File: src/rtl/rv_ctrl_pkg.sv
// Shared opcodes, ALU control codes and FSM state encoding for the multi-cycle
// RV32 control unit.
package rv_ctrl_pkg;

  localparam logic [6:0] OP_LW  = 7'b0000011;
  localparam logic [6:0] OP_SW  = 7'b0100011;
  localparam logic [6:0] OP_BEQ = 7'b1100011;
  localparam logic [6:0] OP_R   = 7'b0110011;
  localparam logic [6:0] OP_I   = 7'b0010011;

  localparam logic [3:0] ALU_AND = 4'b0000;
  localparam logic [3:0] ALU_OR  = 4'b0001;
  localparam logic [3:0] ALU_ADD = 4'b0010;
  localparam logic [3:0] ALU_SUB = 4'b0110;

  typedef enum logic [2:0] {
    FETCH  = 3'd0,
    DECODE = 3'd1,
    EXEC   = 3'd2,
    MEM    = 3'd3,
    WB     = 3'd4,
    HALT   = 3'd5
  } state_t;

  function automatic logic op_legal(input logic [6:0] op, input logic i_alu_en);
    return (op == OP_LW) || (op == OP_SW) || (op == OP_BEQ) || (op == OP_R) ||
           (i_alu_en && (op == OP_I));
  endfunction

endpackage

File: src/rtl/rv_alu_decode.sv
// Combinational ALU control decode from opcode, funct3 and instr[30].
// Keeps the legacy aluctrl encoding (and/or/add/sub).
module rv_alu_decode (
  input  logic [6:0] opcode,
  input  logic [2:0] funct3,
  input  logic       alt,
  output logic [3:0] aluctrl
);
  import rv_ctrl_pkg::*;

  always_comb begin
    aluctrl = ALU_ADD;
    case (opcode)
      OP_BEQ: aluctrl = ALU_SUB;
      OP_R: begin
        case ({alt, funct3})
          4'b1000: aluctrl = ALU_SUB;
          4'b0111: aluctrl = ALU_AND;
          4'b0110: aluctrl = ALU_OR;
          default: aluctrl = ALU_ADD;
        endcase
      end
      // There is no subi, so instr[30] plays no part for immediates.
      OP_I: begin
        case (funct3)
          3'b111:  aluctrl = ALU_AND;
          3'b110:  aluctrl = ALU_OR;
          default: aluctrl = ALU_ADD;
        endcase
      end
      default: aluctrl = ALU_ADD;
    endcase
  end

endmodule

File: src/rtl/mc_control.sv
// Multi-cycle RV32 control FSM (FETCH/DECODE/EXEC/MEM/WB/HALT) with IR and bus wait timer.
// Optional illegal-opcode trap enabled by defining MC_CTRL_TRAP_EN.
module mc_control #(
  parameter int WAIT_MAX = 16,
  parameter int WAIT_W   = 5,
  parameter int I_ALU_EN = 1
) (
  input  logic        clk,
  input  logic        rst_n,
  input  logic [31:0] instr,
  input  logic        imem_ready,
  input  logic        dmem_ready,
  input  logic        zero,
  output logic        imem_req,
  output logic        dmem_req,
  output logic        ir_write,
  output logic        pc_write,
  output logic        alusrc,
  output logic        memtoreg,
  output logic        regwrite,
  output logic        memread,
  output logic        memwrite,
  output logic        branch,
  output logic [3:0]  aluctrl,
  output logic        bus_err,
  output logic        illegal
);
  import rv_ctrl_pkg::*;

  state_t            state, state_next;
  logic [6:0]        ir_op;
  logic [2:0]        ir_f3;
  logic              ir_alt;
  logic [WAIT_W-1:0] wait_cnt;
  logic              bus_err_q;
  logic [3:0]        dec_alu;
  logic              is_lw, is_sw, is_beq, is_i, legal;
  logic              pending, timeout;
  logic              unused;

  // Only the control fields of the instruction are held here.
  assign unused = ^{instr[31], instr[29:15], instr[11:7]};

  assign is_lw  = (ir_op == OP_LW);
  assign is_sw  = (ir_op == OP_SW);
  assign is_beq = (ir_op == OP_BEQ);
  assign is_i   = (I_ALU_EN != 0) && (ir_op == OP_I);
  assign legal  = op_legal(ir_op, I_ALU_EN != 0);

  rv_alu_decode u_alu_decode (
    .opcode  (ir_op),
    .funct3  (ir_f3),
    .alt     (ir_alt),
    .aluctrl (dec_alu)
  );

  // Handshake: a request rises on entry to FETCH/MEM and holds steady until
  // the cycle its ready is high; that cycle is the transfer. Ready is ignored
  // whenever the matching request is low.
  assign pending = ((state == FETCH) && !imem_ready) || ((state == MEM) && !dmem_ready);
  assign timeout = (WAIT_MAX != 0) && pending && (wait_cnt == WAIT_W'(WAIT_MAX));

  always_ff @(posedge clk or negedge rst_n) begin
    if (!rst_n) begin
      state     <= FETCH;
      ir_op     <= '0;
      ir_f3     <= '0;
      ir_alt    <= 1'b0;
      wait_cnt  <= '0;
      bus_err_q <= 1'b0;
    end else begin
      state <= state_next;
      if ((state == FETCH) && imem_ready) begin
        ir_op  <= instr[6:0];
        ir_f3  <= instr[14:12];
        ir_alt <= instr[30];
      end
      if (pending && !timeout) wait_cnt <= wait_cnt + 1'b1;
      else                     wait_cnt <= '0;
      if (timeout) bus_err_q <= 1'b1;
    end
  end

`ifdef MC_CTRL_TRAP_EN
  logic illegal_q;
  always_ff @(posedge clk or negedge rst_n) begin
    if (!rst_n)                          illegal_q <= 1'b0;
    else if ((state == DECODE) && !legal) illegal_q <= 1'b1;
  end
  assign illegal = illegal_q;
`else
  assign illegal = 1'b0;
`endif

  assign bus_err = bus_err_q;

  always_comb begin
    state_next = state;
    imem_req   = 1'b0;
    dmem_req   = 1'b0;
    ir_write   = 1'b0;
    pc_write   = 1'b0;
    alusrc     = 1'b0;
    memtoreg   = 1'b0;
    regwrite   = 1'b0;
    memread    = 1'b0;
    memwrite   = 1'b0;
    branch     = 1'b0;
    aluctrl    = 4'b0000;
    case (state)
      FETCH: begin
        imem_req = 1'b1;
        if (imem_ready) begin
          ir_write   = 1'b1;
          state_next = DECODE;
        end else if (timeout) begin
          state_next = HALT;
        end
      end
      DECODE: begin
        if (legal) state_next = EXEC;
`ifdef MC_CTRL_TRAP_EN
        else       state_next = HALT;
`else
        else       state_next = FETCH;
`endif
      end
      EXEC: begin
        aluctrl = dec_alu;
        if (is_lw || is_sw) begin
          alusrc     = 1'b1;
          aluctrl    = ALU_ADD;
          state_next = MEM;
        end else if (is_beq) begin
          branch     = 1'b1;
          pc_write   = zero;
          state_next = FETCH;
        end else begin
          alusrc     = is_i;
          state_next = WB;
        end
      end
      MEM: begin
        dmem_req = 1'b1;
        memread  = is_lw;
        memwrite = is_sw;
        if (dmem_ready)   state_next = is_lw ? WB : FETCH;
        else if (timeout) state_next = HALT;
      end
      WB: begin
        regwrite   = 1'b1;
        memtoreg   = is_lw;
        alusrc     = is_i;
        aluctrl    = is_lw ? 4'b0000 : dec_alu;
        state_next = FETCH;
      end
      HALT:    state_next = HALT;
      default: state_next = FETCH;
    endcase
    // Strobes vanish the moment reset asserts, aborting any in-flight access.
    if (!rst_n) begin
      imem_req = 1'b0;
      dmem_req = 1'b0;
      ir_write = 1'b0;
      pc_write = 1'b0;
      alusrc   = 1'b0;
      memtoreg = 1'b0;
      regwrite = 1'b0;
      memread  = 1'b0;
      memwrite = 1'b0;
      branch   = 1'b0;
      aluctrl  = 4'b0000;
    end
  end

endmodule

File: config.mk
export PLATFORM = sky130hd
export DESIGN_NAME = mc_control
export DESIGN_NICKNAME = d
export VERILOG_FILES = /design/src/rtl/rv_ctrl_pkg.sv /design/src/rtl/rv_alu_decode.sv /design/src/rtl/mc_control.sv
export SDC_FILE = /design/constraint.sdc
export NUM_CORES = 1
export LEC_CHECK = 0
export ABC_AREA = 1
export BUFFER_PORTS_ARGS = -buffer_cell sky130_fd_sc_hd__buf_2
export CORE_MARGIN = 1
export CORE_UTILIZATION = 50
export DETAILED_ROUTE_END_ITERATION = 8
export PLACE_DENSITY = 0.87
export REMOVE_ABC_BUFFERS = 1
export SKIP_CTS_REPAIR_TIMING = 1
export SYNTH_ARGS = -nofsm -noshare
export SYNTH_HDL_FRONTEND = slang
export SYNTH_SLANG_ARGS = --single-unit
File: constraint.sdc
create_clock -name clk -period 3.3 [get_ports clk]
set_input_delay 0.66 -clock clk [delete_from_list [all_inputs] [get_ports clk]]
set_output_delay 0.66 -clock clk [all_outputs]
set_load 0.05 [all_outputs]
# Word level (Yosys, flattened, before mapping)
# Index checks and enable logic that the tools add are counted.
dict set report totals {
  regBits 20
  latch_bits 0
  ramBits 0
  rom_bits 0
  input_bits 37
  out_inout_bits 16
  wordCells 80
  memories 0
}
dict set report op_classes {
  addsub 1
  multipliers 0
  div 0
  order_cmp 0
  eq_ne 16
  shifts 0
  n_mux 43
  bitwise_logic 0
  reduce_logical 14
}
# cell n
set ops {}
lappend ops {{two-way mux 1 bit} 26}
lappend ops {{two-way mux 3 bit} 6}
lappend ops {{case mux 3 bit (5 select lines)} 1}
lappend ops {{equality test 7 x 6 -> 1 bit, second input constant} 2}
lappend ops {{equality test 3 bit, second input constant} 4}
lappend ops {{two-way mux 4 bit} 3}
lappend ops {{case mux 4 bit (3 select lines)} 1}
lappend ops {{case mux 3 bit (3 select lines)} 1}
lappend ops {{equality test 4 x 3 -> 1 bit, second input constant} 2}
lappend ops {{case mux 4 bit (2 select lines)} 1}
lappend ops {{equality test 7 x 2 -> 1 bit, second input constant} 1}
lappend ops {{equality test 7 x 5 -> 1 bit, second input constant} 1}
lappend ops {{equality test 7 bit, second input constant} 1}
lappend ops {{equality test 3 x 2 -> 1 bit, second input constant} 2}
lappend ops {{adder 5 x 1 -> 5 bit, second input constant} 1}
lappend ops {{equality test 5 bit, second input constant} 1}
lappend ops {{logical AND 1 bit} 5}
lappend ops {{logical OR 1 bit} 5}
lappend ops {{two-way mux 5 bit} 1}
lappend ops {{equality test 4 bit, second input constant} 1}
lappend ops {{case mux 2 bit (2 select lines)} 1}
lappend ops {{equality test 3 x 1 -> 1 bit, second input constant} 1}
lappend ops {{zero test 1 bit} 3}
lappend ops {{zero test 3 bit} 1}
lappend ops {{other kinds (2)} 2}

# Logic depth before layout (Yosys ltp)
dict set report depth {
  word_depth 7
  mapped_depth 8
  depth_no_buf 8
}

# Hierarchy
# A second synthesis with hierarchy kept.
dict set report hier_totals {
  hier_cells 178
  hier_area_um2 1303.8
}
# module instances cells_per_inst area_per_inst_um2 seq_area_each_um2
set modules_own_cells {}
lappend modules_own_cells {mc_control 1 152 1168.6 500.5}
lappend modules_own_cells {rv_alu_decode 1 26 135.1 0.0}

# Worst setup path before layout
# No wires, ideal clock.
dict set report synth_timing {
  path_type {input port to output port}
  startpoint {in rst_n}
  endpoint {out memtoreg}
  t_arrival_ns 2.407
  t_required_ns 2.640
  path_slack_ns 0.233
  cell_stages 4
  n_path_buf 0
  cell_sequence {inv_1 -> nor2_2 -> inv_1 -> nor3_1}
}
dict set report synth_via {
  elab_chain_cells 1
}
# item line_no
set synth_lines {}
lappend synth_lines {{from (decl)} mc_control.sv:9} ;# input logic rst_n,
lappend synth_lines {{two-way mux 1 bit} mc_control.sv:161} ;# if (!rst_n) begin
lappend synth_lines {{to (decl)} mc_control.sv:19} ;# output logic memtoreg,
# Every way passes these cells.

# Worst setup path after layout
dict set report layout_timing {
  startpoint {reg state[1]}
  endpoint {out ir_write}
}
dict set report layout_via {
  elab_chain_cells 3
}
# item line_no
set layout_lines {}
lappend layout_lines {{from (decl)} mc_control.sv:30} ;# state_t state, state_next;
lappend layout_lines {{from (signal assigned)} mc_control.sv:72} ;# state <= state_next;
lappend layout_lines {{zero test 3 bit} mc_control.sv:110} ;# case (state)
lappend layout_lines {{two-way mux 1 bit} mc_control.sv:110}
lappend layout_lines {{two-way mux 1 bit} mc_control.sv:161}
lappend layout_lines {{to (decl)} mc_control.sv:16} ;# output logic ir_write,
# Every way passes these cells.

==> report_table.html <==
<table>
<tr><th>Metric</th><th>Value</th></tr>
<tr><th colspan="2">Logic synthesis</th></tr>
<tr><td>Synth Cell Area</td><td>1230 µm²</td></tr>
<tr><td>Synth Register Bits</td><td>20</td></tr>
<tr><td>Mean instance size in the synthesized netlist</td><td>7.63 µm²</td></tr>
<tr><td>Synthesis Warnings</td><td>0</td></tr>
<tr><td>Portion of the post-synthesis area used by sequential elements</td><td>40.7%</td></tr>
<tr><td>Synthesized instance count</td><td>161</td></tr>
<tr><td>Share of the synthesized area in the top cell type</td><td>40.7%</td></tr>
<tr><td>Number of distinct library cells after synthesis</td><td>26</td></tr>
<tr><td>Post-synth top area cell</td><td>dfrtp_1</td></tr>
<tr><td>Leading post-synthesis cells by cell area</td><td>dfrtp_1 (41%), nor2_1 (9.5%), inv_1 (7.3%)</td></tr>
<tr><th colspan="2">Critical path</th></tr>
<tr><td>Worst Setup End Kind</td><td>output pin</td></tr>
<tr><td>Source of the worst register-to-register timing path</td><td>state[1]$_DFF_PN0_</td></tr>
<tr><td>Top cell family by delay on the critical path</td><td>simple AND/OR/NAND/NOR gates</td></tr>
<tr><td>CP startpoint kind</td><td>flip-flop</td></tr>
<tr><td>Worst-path cell with the longest stage delay</td><td>dfrtp_1</td></tr>
<tr><td>Number of buffers and inverters on the critical path</td><td>1</td></tr>
<tr><td>Reg2Reg Capture Point</td><td>ir_op[1]$_DFFE_PN0P_</td></tr>
<tr><td>Top fanout value on the critical path</td><td>20</td></tr>
<tr><td>Type of the setup path with the least slack</td><td>reg2out</td></tr>
<tr><td>Data arrival at the endpoint of the critical path</td><td>1860 ps</td></tr>
<tr><td>Delay of the slowest cell on the worst path</td><td>500 ps</td></tr>
<tr><td>Worst EP required</td><td>2640 ps</td></tr>
<tr><td>Reg2reg path depth</td><td>3</td></tr>
<tr><td>Cell chain of the critical path</td><td>nor2_4 -&gt; nand3_2 -&gt; nor2_1 -&gt; buf_2</td></tr>
<tr><td>FF-to-FF setup slack</td><td>1700 ps</td></tr>
<tr><th colspan="2">Power</th></tr>
<tr><td>Leakage power</td><td>0.000786 µW</td></tr>
<tr><td>Total Power</td><td>912 µW</td></tr>
<tr><td>Power per cell area</td><td>640 nW/µm²</td></tr>
<tr><td>Maximum vdd ir drop</td><td>0.398 mV</td></tr>
<tr><th colspan="2">CTS</th></tr>
<tr><td>CTS Root Cell</td><td>clkbuf_4</td></tr>
<tr><td>Clock-pin slew reported for the worst setup and hold paths after clock tree synthesis</td><td>120 ps</td></tr>
<tr><td>Clock Tree Buf Depth</td><td>2</td></tr>
<tr><td>TritonCTS clock tree</td><td>built</td></tr>
<tr><td>Number of clock sinks seen by CTS</td><td>20</td></tr>
<tr><td>Clock buffer count from CTS</td><td>3</td></tr>
<tr><td>H-tree depth reported by CTS</td><td>1</td></tr>
<tr><td>Clock latency on the worst-skew pair</td><td>300 ps</td></tr>
<tr><th colspan="2">Die</th></tr>
<tr><td>Number of standard-cell rows in the floorplan</td><td>17</td></tr>
<tr><td>Die Wd</td><td>51.6 µm</td></tr>
<tr><td>Total core area</td><td>2250 µm²</td></tr>
<tr><td>Number of top-level pins</td><td>53</td></tr>
<tr><td>Die area</td><td>2660 µm²</td></tr>
<tr><td>Starting Density</td><td>54.5%</td></tr>
<tr><td>Die span in y</td><td>51.6 µm</td></tr>
<tr><th colspan="2">Timing</th></tr>
<tr><td>Final Skew</td><td>6.57 ps</td></tr>
<tr><td>Final sum of negative setup slack</td><td>0 ps</td></tr>
<tr><td>Max Transition Viols Final</td><td>0</td></tr>
<tr><td>Max Clock Freq</td><td>0.396 GHz</td></tr>
<tr><td>Portion of the clock cycle consumed by the worst path in the final layout</td><td>76.5%</td></tr>
<tr><td>Unrepaired setup endpoints after global routing</td><td>no</td></tr>
<tr><td>Minimum clock period after layout</td><td>2520 ps</td></tr>
<tr><td>Final number of hold-violating endpoints</td><td>0</td></tr>
<tr><td>Setup violators final</td><td>0</td></tr>
<tr><th colspan="2">Routing</th></tr>
<tr><td>Number of iterations in the first detailed-routing pass</td><td>4</td></tr>
<tr><td>Routed wire length per instance</td><td>12.4 µm</td></tr>
<tr><td>Number of DRC violations after detailed routing</td><td>0</td></tr>
<tr><td>Ratio of routed vias to standard cells</td><td>5.20</td></tr>
<tr><td>Sum of routed wire length over all layers</td><td>2720 µm</td></tr>
<tr><td>Remaining antenna violation count</td><td>0</td></tr>
<tr><td>Count of vias placed by the detailed router</td><td>1143</td></tr>
<tr><td>Iter 0 DRT Violations</td><td>23</td></tr>
<tr><th colspan="2">Global route</th></tr>
<tr><td>Maximum number of pins on one net before global-route repair</td><td>21</td></tr>
<tr><td>Overall fraction of global-route tracks in use</td><td>22.7%</td></tr>
<tr><td>Via count of the first global-routing pass</td><td>1089</td></tr>
<tr><td>Antenna violations before repair</td><td>0</td></tr>
<tr><td>Total congestion overflow</td><td>0</td></tr>
<tr><td>Wire length of the first global-routing pass</td><td>4510 µm</td></tr>
<tr><th colspan="2">Place</th></tr>
<tr><td>Detailed placer's ending HPWL</td><td>2000 µm</td></tr>
<tr><td>Number of buffers added on ports</td><td>29</td></tr>
<tr><td>Placer congestion estimate</td><td>0.915</td></tr>
<tr><th colspan="2">Flow run</th></tr>
<tr><td>Maxcap violations</td><td>0</td></tr>
<tr><th colspan="2">Run status</th></tr>
<tr><td>Status</td><td>complete, no violations</td></tr>
<tr><th colspan="2">Layout</th></tr>
<tr><td>Layout-stage area growth over the synthesis result</td><td>16.0%</td></tr>
<tr><td>Fraction of layout instances using a drive strength above 1</td><td>27.6%</td></tr>
<tr><td>Total number of nets in the final design</td><td>232</td></tr>
<tr><td>Count of inserted antenna diode cells</td><td>0</td></tr>
<tr><th colspan="2">Worst hold path</th></tr>
<tr><td>Worst min-delay path category</td><td>in2async</td></tr>
</table>
## power breakdown
group	total [µW]	internal (µW)	switching [µW]
Sequential	402	328	74.1
Combinational	367	130	236
Clock	144	67.3	76.5
Total	912	525	387
## through the flow
| step | hold slack, ps | cell area, µm² | std cells | utilization (%) | setup slack (ps) |
|---|---|---|---|---|---|
| floorplan | 364 | 1200 | 158 | - | 233 |
| global placement | 444 | 1390 | 216 | 61.6 | 927 |
| detailed placement | 453 | 1390 | 216 | 61.6 | 910 |
| CTS | 171 | 1430 | 220 | 63.2 | 741 |
| global route | 161 | 1430 | 220 | 63.2 | 550 |
| finish | 174 | 1430 | 220 | 63.2 | 776 |
## area by class of cell
type                            instances  area, µm²
Multi-Input combinational cell        113        607
Inverter                               25       93.8
Fill cell                             206        830
Tap cell                               28       35.0
Sequential cell                        20        500
Clock buffer                            4       36.3
Timing Repair Buffer                   30        153
## worst register-to-register path: stages (launching register included)
cell,delay (ps)
dfrtp_1,500
nor2_4,200
nand3_2,360
mux2_4,430
## layer usage
metal	global-route usage [%]	routed length [µm]	share of wire, %
met1	26.4	1200	44
met2	42.9	1360	50
met3	2.63	106	3.9
met4	7.21	53	1.9
met5	0	0	0
## cells in the final DEF (no fill, tap or decap)
cell type,count
a21boi_1,1
a21oi_1,9
a21oi_2,1
buf_2,29
buf_4,1
clkbuf_4,3
clkbuf_8,1
conb_1,2
dfrtp_1,20
ha_1,2
inv_1,24
inv_2,1
mux2_4,4
nand2_1,23
nand2_2,8
nand3_1,15
nand3_2,2
nand4_1,1
nor2_1,31
nor2_2,1
nor2_4,2
nor3_1,5
nor4_1,1
o21ai_0,1
o31ai_1,1
xnor2_1,1
xor2_1,2
## synth_stat cells
cell       n
nor4_1     1
nand2_1   23
nand3_1   15
a21oi_1    9
xor2_1     2
o31ai_1    1
buf_6      1
conb_1     1
nand4_1    1
nand2_2    8
o21ai_0    1
ha_1       2
nor2_2     1
a21boi_1   1
xnor2_1    1
nor3_1     5
nand3_2    2
inv_2      1
buf_2      1
a21oi_2    1
nor2_4     2
inv_1     24
dfrtp_1   20
nor2_1    31
buf_4      2
mux2_4     4
## how the worst max path moves through the flow
stage	startpoint	end	slack [ps]	depth (start not counted)
floorplan	rst_n	memtoreg	230	4
global placement	rst_n	alusrc	930	7
detailed placement	rst_n	aluctrl[2]	910	8
CTS	state[1]$_DFF_PN0_	ir_write	740	4
global route	ir_op[3]$_DFFE_PN0P_	aluctrl[0]	550	6
finish	state[1]$_DFF_PN0_	ir_write	780	4
## cells by family after synthesis
family | count (synthesis) | synth area share, %
buf+inv | 29 | 10.2
fa+ha+maj | 2 | 2.04
mux | 4 | 4.89
xor+xnor | 3 | 2.14
flops | 20 | 40.7
compound gates | 13 | 6.01
simple gates | 89 | 33.7
other cells | 1 | 0.305
## sequential cells by signal, indices dropped and copies added (netlist names)
name and count:
ir_op 7, wait_cnt 5, ir_f3 3, state 3
bus_err 1, ir_alt 1
Power figures use the tool's default switching activity.
